==> src/rtl/check_compare.sv <==
// rtl/check_compare.sv - compares expected vs. captured vectors, counts pass/fail, logs failures
module check_compare #(
  parameter int ADDR_WIDTH = 20,
  parameter int STF_WIDTH  = 24,
  parameter int CHF_WIDTH  = STF_WIDTH + ADDR_WIDTH,
  parameter int SCC_WIDTH  = 5,
  parameter int SCD_WIDTH  = 24,
  parameter int CNT_WIDTH  = 16,
  parameter int RES_WIDTH  = ADDR_WIDTH + 2 * STF_WIDTH
) (
  input  logic                 clock,
  input  logic                 reset,
  input  logic [CHF_WIDTH-1:0] cfifo_data,
  input  logic                 cfifo_rdempty,
  output logic                 cfifo_rdreq,
  input  logic [STF_WIDTH-1:0] ofifo_data,
  input  logic                 ofifo_rdempty,
  output logic                 ofifo_rdreq,
  input  logic [SCC_WIDTH-1:0] sc_cmd,
  input  logic [SCD_WIDTH-1:0] sc_data,
  output logic                 sc_ready,
  output logic [RES_WIDTH-1:0] rfifo_data,
  output logic                 rfifo_wrreq,
  input  logic                 rfifo_wrfull,
  input  logic                 clear_counts,
  output logic [CNT_WIDTH-1:0] pass_count,
  output logic [CNT_WIDTH-1:0] fail_count,
  output logic                 idle
);

  typedef enum logic [1:0] {IDLE, COMPARE, WR_RESULT} state_t;

  state_t                state;
  logic [STF_WIDTH-1:0]  expected;
  logic [STF_WIDTH-1:0]  actual;
  logic [STF_WIDTH-1:0]  diff;
  logic [STF_WIDTH-1:0]  bitmask;
  logic [ADDR_WIDTH-1:0] address;
  logic [STF_WIDTH-1:0]  diff_next;
  logic                  pop;
  logic                  pass_inc;
  logic                  fail_inc;

  // Both FIFOs are show-ahead: the pop strobe and the data latch share one cycle.
  assign pop         = (state == IDLE) && !cfifo_rdempty && !ofifo_rdempty && !reset;
  assign cfifo_rdreq = pop;
  assign ofifo_rdreq = pop;

  assign diff_next   = (expected ^ actual) & bitmask;
  assign pass_inc    = (state == COMPARE) && (diff_next == '0);
  assign fail_inc    = (state == COMPARE) && (diff_next != '0);

  assign rfifo_data  = {address, actual, diff};
  assign rfifo_wrreq = (state == WR_RESULT) && !rfifo_wrfull && !reset;
  assign sc_ready    = (state == IDLE);
  assign idle        = (state == IDLE) && cfifo_rdempty && ofifo_rdempty;

  always_ff @(posedge clock) begin
    if (reset) begin
      state    <= IDLE;
      expected <= '0;
      actual   <= '0;
      address  <= '0;
      diff     <= '0;
      bitmask  <= '1;
    end else begin
      if (sc_cmd == SCC_WIDTH'(1)) begin
        bitmask <= sc_data[STF_WIDTH-1:0];
      end
      case (state)
        IDLE: begin
          if (pop) begin
            expected <= cfifo_data[CHF_WIDTH-1 -: STF_WIDTH];
            address  <= cfifo_data[ADDR_WIDTH-1:0];
            actual   <= ofifo_data;
            state    <= COMPARE;
          end
        end
        COMPARE: begin
          diff  <= diff_next;
          state <= (diff_next == '0) ? IDLE : WR_RESULT;
        end
        WR_RESULT: begin
          if (!rfifo_wrfull) begin
            state <= IDLE;
          end
        end
        default: state <= IDLE;
      endcase
    end
  end

  // Counters stick at all ones; clear beats a same-cycle increment.
  always_ff @(posedge clock) begin
    if (reset || clear_counts) begin
      pass_count <= '0;
      fail_count <= '0;
    end else begin
      if (pass_inc && (pass_count != '1)) begin
        pass_count <= pass_count + CNT_WIDTH'(1);
      end
      if (fail_inc && (fail_count != '1)) begin
        fail_count <= fail_count + CNT_WIDTH'(1);
      end
    end
  end

endmodule

==> config.mk <==
export PLATFORM = sky130hd
export DESIGN_NAME = check_compare
export DESIGN_NICKNAME = d
export VERILOG_FILES = /design/src/rtl/check_compare.sv
export SDC_FILE = /design/constraint.sdc
export NUM_CORES = 1
export LEC_CHECK = 0
export CORE_ASPECT_RATIO = 0.75
export CORE_UTILIZATION = 47
export CTS_BUF_LIST = sky130_fd_sc_hd__clkbuf_4 sky130_fd_sc_hd__clkbuf_8
export DETAILED_ROUTE_END_ITERATION = 10
export GPL_ROUTABILITY_DRIVEN = 1
export MAX_ROUTING_LAYER = met4
export PLACE_DENSITY_LB_ADDON = 0.12
export SYNTH_ARGS = -nofsm -noshare
export SYNTH_HDL_FRONTEND = slang
export SYNTH_SLANG_ARGS = --single-unit
==> constraint.sdc <==
create_clock -name clock -period 2.9 [get_ports clock]
set_clock_uncertainty 0.1 [all_clocks]
set_input_delay 0.58 -clock clock [delete_from_list [all_inputs] [get_ports clock]]
set_output_delay 0.58 -clock clock [all_outputs]
set_load 0.01 [all_outputs]
Yosys cells after proc, flatten, opt, wreduce, memory -nomap -nowiden
Cells that the tools add are included.

Register bits: 150. Input bits: 103. Output and inout bits: 105. Word-level logic and storage cells: 44.

Add/sub/neg operators: 2. Eq/ne operators: 7. Multiplexer cells: 4. Bitwise logic cells: 2. Reduce and logical (&&, ||, !) cells: 21.

Operator list (number): $add 16x1->16 const B (2); $ne 16x16->1 const B (2); $and 24x24->24 (1); $logic_not 24->1 (1); $reduce_bool 24->1 (1); $xor 24x24->24 (1); $logic_and 1x1->1 (11); $mux 2 (3); $pmux 2 s3 (1); $eq 5x1->1 const B (1); $logic_not 1->1 (4); $ne 2x2->1 const B (2); $reduce_and 2->1 (2); $eq 2x1->1 const B (1); $eq 2x2->1 const B (1); $logic_not 2->1 (1); $logic_or 1x1->1 (1).

Logic depth before layout (Yosys ltp)
Gate-level depths: netlist of run 1.

Depth after elaboration: 6. Depth in mapped cells: 9. Mapped depth without buffers: 8.

Least setup slack after synthesis of run 1
Ideal clock, no wire load.

Path type: input-to-output. Start: in reset. End: out ofifo_rdreq. Data arrival time: 1.901 ns. Required time: 2.220 ns. Slack: 0.319 ns. Stages: 5. Path buffers: 4. Cells stage by stage: clkbuf_1 > nor4b_1 > clkbuf_1 > clkbuf_1 > buf_4.

Longest elaborated chain between the ends: 2.

RTL lines: start: declaration (line 12) `input logic reset,`; $logic_not 1->1 (line 45) `assign pop = (state == IDLE) && !cfifo_rdempty && !ofifo_rdempty && !reset;`; $logic_and 1x1->1 (line 45); end: declaration (line 18) `output logic ofifo_rdreq,`.

No other way between the ends.

Worst setup path in the final report of run 1
Start: in cfifo_rdempty. End: out cfifo_rdreq.

Longest elaborated chain between the ends: 4.

RTL lines: start: declaration (line 14) `input logic cfifo_rdempty,`; $logic_not 1->1 (line 45); $logic_and 1x1->1 (3 in series) (line 45); end: declaration (line 15) `output logic cfifo_rdreq,`.

No other way between the ends.

==> results of run 1 <==
-- placed cells by master (no fill, tap or decap), drive strengths merged, types with 3 or more instances in the layout --
| cell type | count |
|---|---|
| a211o | 25 |
| a21oi | 35 |
| a22oi | 4 |
| a31o | 3 |
| a31oi | 3 |
| and2 | 4 |
| and3 | 14 |
| and4 | 4 |
| buf | 12 |
| clkbuf | 25 |
| clkdlybuf4s50 | 206 |
| clkinv | 3 |
| clkinvlp | 3 |
| dfxtp | 150 |
| inv | 4 |
| mux2i | 4 |
| nand2 | 116 |
| nand2b | 69 |
| nand3 | 25 |
| nand4 | 12 |
| nor2 | 59 |
| nor2b | 24 |
| nor4 | 3 |
| nor4b | 3 |
| o21ai | 73 |
| or3 | 7 |
| xor2 | 35 |
-- cell type report --
| cell class | count | area [µm²] |
|---|---|---|
| Fill cell | 1037 | 4150 |
| Clock inverter | 7 | 67.6 |
| Multi-Input combinational cell | 539 | 3060 |
| Inverter | 4 | 15.0 |
| Clock buffer | 25 | 332 |
| Sequential cell | 150 | 3000 |
| Tap cell | 171 | 214 |
| Timing Repair Buffer | 218 | 2180 |
-- power by group --
part,total (mW),internal (mW),switching [mW]
Sequential,2.17,2.13,0.0479
Clock,1.58,0.831,0.749
Combinational,0.548,0.297,0.251
Total,4.30,3.25,1.05
-- per-stage QoR --
stage	hold slack (ps)	std cells
2_1_floorplan	352	743
3_3_place_gp	347	1082
3_5_place_dp	348	1082
4_1_cts	249	1114
5_1_grt	269	1114
6_report	292	1114
-- logic make-up (layout without fill, tap and decap cells) --
family                     Yosys count  after routing  synth area share
adders and majority gates            2              2           0.00399
DFF                                150            150             0.479
muxes                                4              4           0.00638
buffers and inverters               54            254            0.0371
and+or+nand+nor                    346            346             0.279
xor gates and xnor gates            37             37            0.0516
AOI/OAI and AO/OA                  150            150             0.143
-- routing by layer --
layer  vias up  routed length [µm]
li1       2872                   -
met1      2623                8090
met2       189                7350
met3         9                1150
met4         0                  88
met5         -                   0
-- flip-flops by register name, summed over array words and instances, names as in the netlist --
register    count
fail_count     16
expected       24
state           2
actual         24
bitmask        24
diff           24
pass_count     16
address        20
-- cells in the mapped netlist, types with 2 or more instances --
cell type and count:
xnor2_1 2, inv_1 4, and2_1 4, nand2_1 116, buf_4 2, a31oi_1 3, mux2i_1 4, and4_1 3
a41o_1 2, or4_1 2, nor4b_1 3, a211o_1 25, o21ai_0 72, nand3_1 24, or3_1 7, nand4_1 11
buf_2 6, a22oi_1 4, nand2b_1 69, and3_1 14, a21oi_1 34, nor2b_1 24, clkbuf_1 39, nor4_1 2
nor2_1 59, dfxtp_1 150, buf_6 2, xor2_1 35, ha_1 2, a31o_2 3
-- worst min path at each step --
stage / startpoint / slack, ps / cells past startpoint / end
global placement: diff[8] / 350 / 2 / diff[8]
finish: reset / 290 / 2 / state[1]
CTS: reset / 250 / 2 / state[1]
floorplan: bitmask[2] / 350 / 2 / diff[2]
detailed placement: diff[8] / 350 / 2 / diff[8]
global route: reset / 270 / 2 / state[1]
-- worst max-delay path, cell delays in order --
cell             delay (ps)
clkdlybuf4s50_1         480
nor4b_4                 360
buf_4                   200
clkdlybuf4s50_1         540
==> flow_summary_export.csv, run 1 <==
group,metric,value,unit
timing,period_minus_slack,2840,ps
worst_setup_path,cp-endpoint,"cfifo_rdreq",
place,io_buffers,207,
timing,setup-tns-final,0,ps
yosys,synth_fp_nets,848,
global_routing,grtUsageMet3,0.0714,
worst_setup_path,cp_max_fo,3,
yosys,synth-seq-cells,150,
cells_and_area,postLayoutCellArea,0.00887,mm²
cts,cts_buffers,17,
cts,cts.clk_slew.worst_paths,70,ps
global_routing,grt_pass1_vias,4998,
global_routing,grtUsageMet2,0.349,
cts,ctsResizeCount,0,
yosys,ys_async_sr_fraction,0,
timing,max_freq,352,MHz
worst_setup_path,worst_setup_path_start_kind,"input port",
drt,antenna_left,0,
worst_setup_path,endpoint_kind,"primary output",
yosys,synthCells,743,
global_routing,grt_max_degree,137,
yosys,yosys_warnings,0,
global_routing,grt_overflow,0,
worst_setup_path,reg2reg_slack,590,ps
worst_setup_path,rr_worst_depth,8,
cts,cts_max_level,4,
power_and_ir_drop,leakage,3.28,nW
timing,final_hold_viol_count,0,
place,gp_routability_congestion,0.834,
drt,drtIter0Drc,495,
power_and_ir_drop,power.total,4.30,mW
floorplanning,fp-row-count,36,
cts,root_buffer,"clkbuf_8",
cts,cts_num_sinks,150,
drt,drtPass1Iterations,5,
place,placed_area,0.00846,mm²
global_routing,grt_pass1_wl,25200,µm
drt,vias,5693,
cts,cts_tree,"done",
worst_setup_path,timing.rr.end,"pass_count[15]",
timing,rsz0062_at_grt,"no",
timing,fin_crit_sh,0.979,
floorplanning,die_h,102,µm
global_routing,grt_use_total,0.246,
worst_setup_path,startpoint,"cfifo_rdempty",
global_routing,grt.busiest_layer,"met2",
flow_run,max_cap_viol_count,0,
yosys,ys_seq_area_frac,0.479,
timing,relSlewSlack,0.314,
worst_setup_path,r2r-start,"actual[20]",
drt,drt-vias-per-instance,5.11,
place,place_ws,21.5,ps
yosys,syn_area_per_cell,8.45,µm²
cts,cts_setup_buffers,0,
power_and_ir_drop,p_per_area,485,mW/mm²
cells_and_area,drive_gt1_frac,0.0583,
yosys,synth_edf_count,0,
drt,avgRoutedWirePerCell,15.0,µm
cells_and_area,syn_to_final_growth,41.3,%
power_and_ir_drop,peakVddDrop,0.000331,V
cells_and_area,final_util,0.681,
drt,wl,16700,µm
cts,cts_hold_buf,0,
place,dpl.hpwl,12100,µm
floorplanning,core-area,0.0130,mm²
worst_hold_path,hold_path.class,"in2reg",
yosys,yosysTopAreaCell,"dfxtp_1",
yosys,yosys-top-cells-area,"dfxtp_1 48%, nand2_1 6.9%, nand2b_1 6.9%, o21ai_0 5.7%, xor2_1 4.9%",
yosys,synth_top_area_frac,0.479,
floorplanning,die-area,0.0138,mm²
global_routing,grt_use_met1,0.339,
floorplanning,die_x,135,µm
yosys,ys_types,46,
global_routing,grt_antenna_before_repair,0,
cts,clkLatencyLatePin,440,ps
cells_and_area,final_nets,1035,
timing,finalSetupViolCount,0,
timing,setup_ws,59.6,ps
worst_setup_path,cp.required,2220,ps
timing,worstMarginPinSlew,1030,ps
yosys,synth_top_flop_cell,"dfxtp_1",
floorplanning,start_util,0.482,
cts,max-clock-path-buffers,2,
yosys,synth_area,0.00627,mm²
worst_setup_path,worstPathArrival,2160,ps
worst_setup_path,critPathKind,"in2out",
drt,drc,0,
cells_and_area,num_antenna_cells,0,
timing,maxSlewViolCount,0,
status,status,"complete, no violations",
floorplanning,ioPinCount,208,
No activity file was read; power rests on OpenSTA's default activity.
==> inputs of run 2 (changes only) <==
==> constraint.sdc (replaced) <==
create_clock -name clock -period 2.9 [get_ports clock]
set_clock_uncertainty 0.1 [all_clocks]
set_input_delay 0.58 -clock clock [delete_from_list [all_inputs] [get_ports clock]]
set_output_delay 0.58 -clock clock [all_outputs]
set_load 0.02 [all_outputs]
==> flow_summary_export.csv, run 2 (synthesis gave the netlist of run 1 again) <==
group,metric,value,unit
cells_and_area,syn_to_final_growth,43.1,%
floorplanning,core-area,0.0130,mm²
timing,maxSlewViolCount,0,
timing,max_freq,379,MHz
worst_hold_path,hold_path.class,"in2reg",
power_and_ir_drop,p_per_area,532,mW/mm²
floorplanning,ioPinCount,208,
cts,cts_num_sinks,150,
place,place_ws,-23.0,ps
worst_hold_path,hold_end,"state[1]",
drt,drtPass1Iterations,5,
worst_setup_path,critPathTopFamily,"buffers and inverters",
cts,cts_tree,"done",
worst_hold_path,whs_path_depth,2,
worst_setup_path,cp_max_fo,2,
worst_setup_path,critPathKind,"in2out",
timing,rsz0062_at_grt,"no",
drt,vias,5685,
power_and_ir_drop,peakVddDrop,0.000418,V
power_and_ir_drop,leakage,3.36,nW
worst_setup_path,endpoint_kind,"primary output",
cells_and_area,regArea,0.00300,mm²
cts,clkLatencyLatePin,440,ps
timing,worst_hold_slack,291,ps
worst_setup_path,cp.required,2220,ps
cts,max-clock-path-buffers,2,
drt,drtIter0Drc,367,
cells_and_area,final_nets,1034,
status,status,"complete, no violations",
global_routing,grt_max_degree,137,
drt,wl,16600,µm
cells_and_area,fillers,1077,
cts,cts_buffers,17,
timing,setup_ws,260,ps
timing,fin_crit_sh,0.910,
cts,cts.clk_slew.worst_paths,90,ps
place,io_buffers,207,
worst_setup_path,worst_setup_path_start_kind,"input port",
floorplanning,die_h,102,µm
cts,cts_max_level,4,
global_routing,grtUsageMet2,0.347,
timing,final_hold_viol_count,0,
cts,cts_setup_buffers,0,
worst_setup_path,worstPathArrival,1960,ps
place,dp_cells,1081,
cts,root_buffer,"clkbuf_8",
global_routing,grt_overflow,0,
timing,relSlewSlack,0.329,
global_routing,grt_pass1_wl,25100,µm
timing,period_minus_slack,2640,ps
timing,finalSetupViolCount,0,
worst_setup_path,rr_worst_depth,6,
worst_setup_path,path_cells,"clkdlybuf4s50_1 -> nor4b_1 -> clkdlybuf4s50_1",
cts,cts_hold_buf,0,
drt,drc,0,
worst_setup_path,max_stage_delay,670,ps
drt,avgRoutedWirePerCell,15.0,µm
drt,antenna_left,0,
worst_setup_path,timing.rr.end,"fail_count[8]",
cells_and_area,multi_input_area,0.00306,mm²
floorplanning,die-area,0.0138,mm²
cells_and_area,num_antenna_cells,0,
global_routing,grt_use_met1,0.331,
worst_setup_path,cpMaxStageDelayCell,"clkdlybuf4s50_1",
cells_and_area,drive_gt1_frac,0.0584,
global_routing,grt_use_total,0.244,
floorplanning,start_util,0.482,
timing,worstMarginPinSlew,1010,ps
worst_setup_path,cp_common_cell,"clkdlybuf4s50_1",
worst_setup_path,r2r-start,"actual[3]",
drt,drt-vias-per-instance,5.11,
cells_and_area,final_common_cell,"clkdlybuf4s50_1",
global_routing,grtUsageMet3,0.0675,
global_routing,grt_antenna_before_repair,0,
place,gp_routability_congestion,0.794,
floorplanning,die_x,135,µm
floorplanning,fp-row-count,36,
worst_setup_path,worst-path-buf-inv,2,
worst_hold_path,hp-start,"reset",
place,dpl.hpwl,12000,µm
cells_and_area,fin_cells,1113,
cells_and_area,layout_common_cells,"204 x clkdlybuf4s50_1, 150 x dfxtp_1, 116 x nand2_1",
global_routing,grt.busiest_layer,"met2",
global_routing,grt_pass1_vias,5080,
worst_setup_path,reg2reg_slack,490,ps
flow_run,max_cap_viol_count,0,
==> run 2: cell count changes in the layout (fill, tap and decap cells not counted), sizes merged <==
cell           before  now
dlymetal6s2s        0    2
bufinv              1    7
clkinv              3    4
buf                12   11
clkdlybuf4s50     206  204
clkbuf             25   20
clkinvlp            3    1
==> run 2: what timing repair did <==
action / 4_1_cts / 5_1_grt
endpoints found under the setup margin: 2 / 2
resized for setup: 1 / 3
endpoints found under the hold margin: 0 / 0
==> run 2: layer usage <==
metal	wire [µm]	vias up
met5	0	-
met4	242	0
met3	1180	17
met2	7270	189
met1	7950	2612
li1	-	2867
==> run 2: worst max-delay path by stage <==
stage	start	to	slack (ps)	cells past startpoint
6_report	rfifo_wrfull	rfifo_wrreq	260	3
5_1_grt	rfifo_wrfull	rfifo_wrreq	160	3
4_1_cts	cfifo_rdempty	cfifo_rdreq	20	4
3_5_place_dp	cfifo_rdempty	cfifo_rdreq	-20	4
3_3_place_gp	cfifo_rdempty	cfifo_rdreq	-70	4
2_1_floorplan	reset	ofifo_rdreq	200	5
==> run 2: stage by stage <==
| step | instance area [µm²] | util | setup TNS, ps | total power, mW |
|---|---|---|---|---|
| floorplan | 6270 | - | 0 | 2.49 |
| global placement | 8450 | 0.649 | -131 | 2.78 |
| detailed placement | 8450 | 0.649 | -45.7 | 2.80 |
| CTS | 8970 | 0.689 | 0 | 4.82 |
| global route | 8980 | 0.690 | 0 | 4.95 |
| finish | 8980 | 0.690 | 0 | 4.77 |
==> run 2: area by class of cell <==
class	count	share of cell area
timing repair buffer	217	0.242
tap	171	0.0238
clock buffer	20	0.0293
clock inverter	12	0.0277
multi-input combinational	539	0.341
inverter	4	0.00167
sequential	150	0.334
==> run 2: power by group <==
part	internal (mW)	switching, mW	total (mW)
registers	2.13	0.0484	2.17
logic	0.296	0.284	0.580
clock network	1.24	0.776	2.02
==> inputs of run 3 (changes only) <==
--- a/config.mk
+++ b/config.mk
@@ -12,6 +12,7 @@
 export GPL_ROUTABILITY_DRIVEN = 1
 export MAX_ROUTING_LAYER = met4
 export PLACE_DENSITY_LB_ADDON = 0.12
+export REMOVE_ABC_BUFFERS = 1
 export SYNTH_ARGS = -nofsm -noshare
 export SYNTH_HDL_FRONTEND = slang
 export SYNTH_SLANG_ARGS = --single-unit
==> flow_summary_export.csv, run 3 (synthesis gave the netlist of run 1 again) <==
group,metric,value,unit
cts,cts.clk_slew.worst_paths,80,ps
drt,vias,5736,
global_routing,grt_max_degree,137,
drt,wl,16200,µm
place,dpl.hpwl,11300,µm
cells_and_area,layout_common_cells,"206 x clkdlybuf4s50_1, 150 x dfxtp_1, 116 x nand2_1",
power_and_ir_drop,switchingPower,1.14,mW
worst_hold_path,hold_path.class,"in2reg",
worst_setup_path,worstPathArrival,2130,ps
cells_and_area,fillers,1015,
timing,worst_hold_slack,304,ps
drt,wirelength_met1,7070,µm
cts,max-clock-path-buffers,2,
cells_and_area,syn_to_final_growth,42.0,%
power_and_ir_drop,p_per_area,518,mW/mm²
global_routing,grt_antenna_before_repair,0,
power_and_ir_drop,swShare,0.246,
cts,cts_max_level,4,
drt,drt-vias-per-instance,5.16,
drt,antenna_left,0,
floorplanning,start_util,0.482,
floorplanning,die_x,135,µm
power_and_ir_drop,combPwrFrac,0.122,
floorplanning,fp-row-count,36,
cells_and_area,multi_input_area,0.00305,mm²
worst_setup_path,endpoint_kind,"primary output",
drt,dr_wl_met2,7770,µm
floorplanning,die_h,102,µm
timing,relSlewSlack,0.329,
worst_setup_path,critPathKind,"in2out",
power_and_ir_drop,leakage,3.29,nW
power_and_ir_drop,p_int,3.48,mW
cts,clkLatencyLatePin,430,ps
drt,drtPass1Iterations,5,
place,io_buffers,207,
floorplanning,ioPinCount,208,
worst_hold_path,whs_path_depth,2,
drt,wl_met3,1160,µm
global_routing,grt_pass1_vias,5456,
timing,fin_crit_sh,0.969,
timing,finalSetupViolCount,0,
timing,final_hold_viol_count,0,
timing,rsz0062_at_grt,"no",
timing,period_minus_slack,2810,ps
timing,setup-tns-final,0,ps
drt,top_layer_used,"met4",
cts,cts_setup_buffers,0,
cells_and_area,postLayoutCellArea,0.00891,mm²
cells_and_area,drive_gt1_frac,0.0564,
drt,drtIter0Drc,378,
timing,maxSlewViolCount,0,
cells_and_area,final_nets,1032,
worst_setup_path,cp_max_fo,3,
floorplanning,die-area,0.0138,mm²
cts,ctsResizeCount,0,
cells_and_area,final_common_cell,"clkdlybuf4s50_1",
cells_and_area,regArea,0.00300,mm²
global_routing,grt_overflow,0,
cts,cts_num_sinks,150,
worst_setup_path,worst_setup_path_start_kind,"input port",
drt,avgRoutedWirePerCell,14.6,µm
timing,worstMarginPinSlew,1010,ps
place,gp_routability_congestion,0.847,
power_and_ir_drop,clock_power_share,0.408,
cts,cts_tree,"done",
cts,cts_buffers,17,
status,status,"complete, no violations",
timing,max_freq,356,MHz
cts,cts_hold_buf,0,
power_and_ir_drop,peakVddDrop,0.000338,V
flow_run,max_cap_viol_count,0,
floorplanning,core-area,0.0130,mm²
worst_setup_path,rr_worst_depth,8,
worst_setup_path,cp.required,2220,ps
cts,root_buffer,"clkbuf_8",
place,placed_area,0.00844,mm²
drt,drc,0,
cells_and_area,num_antenna_cells,0,
global_routing,grt_use_total,0.244,
global_routing,grt_pass1_wl,25800,µm
power_and_ir_drop,power_frac_seq,0.471,
## run 3: changes by cell type in the layout (fill, tap and decap cells not counted), moves of 2 or more
cell and delta:
bufinv_16 -2, clkbuf_4 -2, buf_4 -2, clkinv_4 -2, clkdlybuf4s50_1 +2, dlymetal6s2s_1 -2
inv_6 +3
## run 3: layout make-up
cell class                      instances  share of cell area
Clock buffer                           18              0.0278
Clock inverter                         14              0.0249
Inverter                                4             0.00169
Tap cell                              171              0.0240
Multi-Input combinational cell        539               0.343
Sequential cell                       150               0.337
Timing Repair Buffer                  215               0.242
## run 3: layer usage
| metal | up-vias | GRT usage |
|---|---|---|
| met4 | 0 | 0.0838 |
| li1 | 2865 | - |
| met3 | 19 | 0.0694 |
| met1 | 2648 | 0.292 |
| met2 | 204 | 0.396 |
| met5 | - | - |
## run 3: critical path, stage by stage
cell	delay (ps)
clkdlybuf4s50_1	450
nor4b_2	260
buf_4	210
clkdlybuf4s50_1	620
## run 3: worst paths after layout
path / startpoint / end / slack [ps]
min reg2reg: diff[3] / diff[3] / 360
max: cfifo_rdempty / ofifo_rdreq / 90
max reg2reg: actual[15] / pass_count[13] / 610
min: reset / state[1] / 300
## run 3: power groups by stage
| stage | Combinational, mW | Sequential [mW] | Clock (mW) |
|---|---|---|---|
| 6_report | 0.562 | 2.17 | 1.88 |
| 5_1_grt | 0.607 | 2.18 | 2.00 |
| 4_1_cts | 0.565 | 2.17 | 1.92 |
| 3_5_place_dp | 0.561 | 2.22 | 0 |
| 3_3_place_gp | 0.550 | 2.22 | 0 |
| 2_1_floorplan | 0.210 | 2.26 | 0 |
## run 3: metrics by stage
stage / worst slack, ps / total power [mW] / utilization / cells
after CTS: 83.1 / 4.65 / 0.684 / 1111
final: 90.6 / 4.62 / 0.684 / 1111
after floorplan: -9120 / 2.47 / - / 693
after detailed placement: 94.3 / 2.78 / 0.648 / 1079
after global placement: 75.4 / 2.77 / 0.648 / 1079
after global routing: 15.9 / 4.79 / 0.684 / 1111
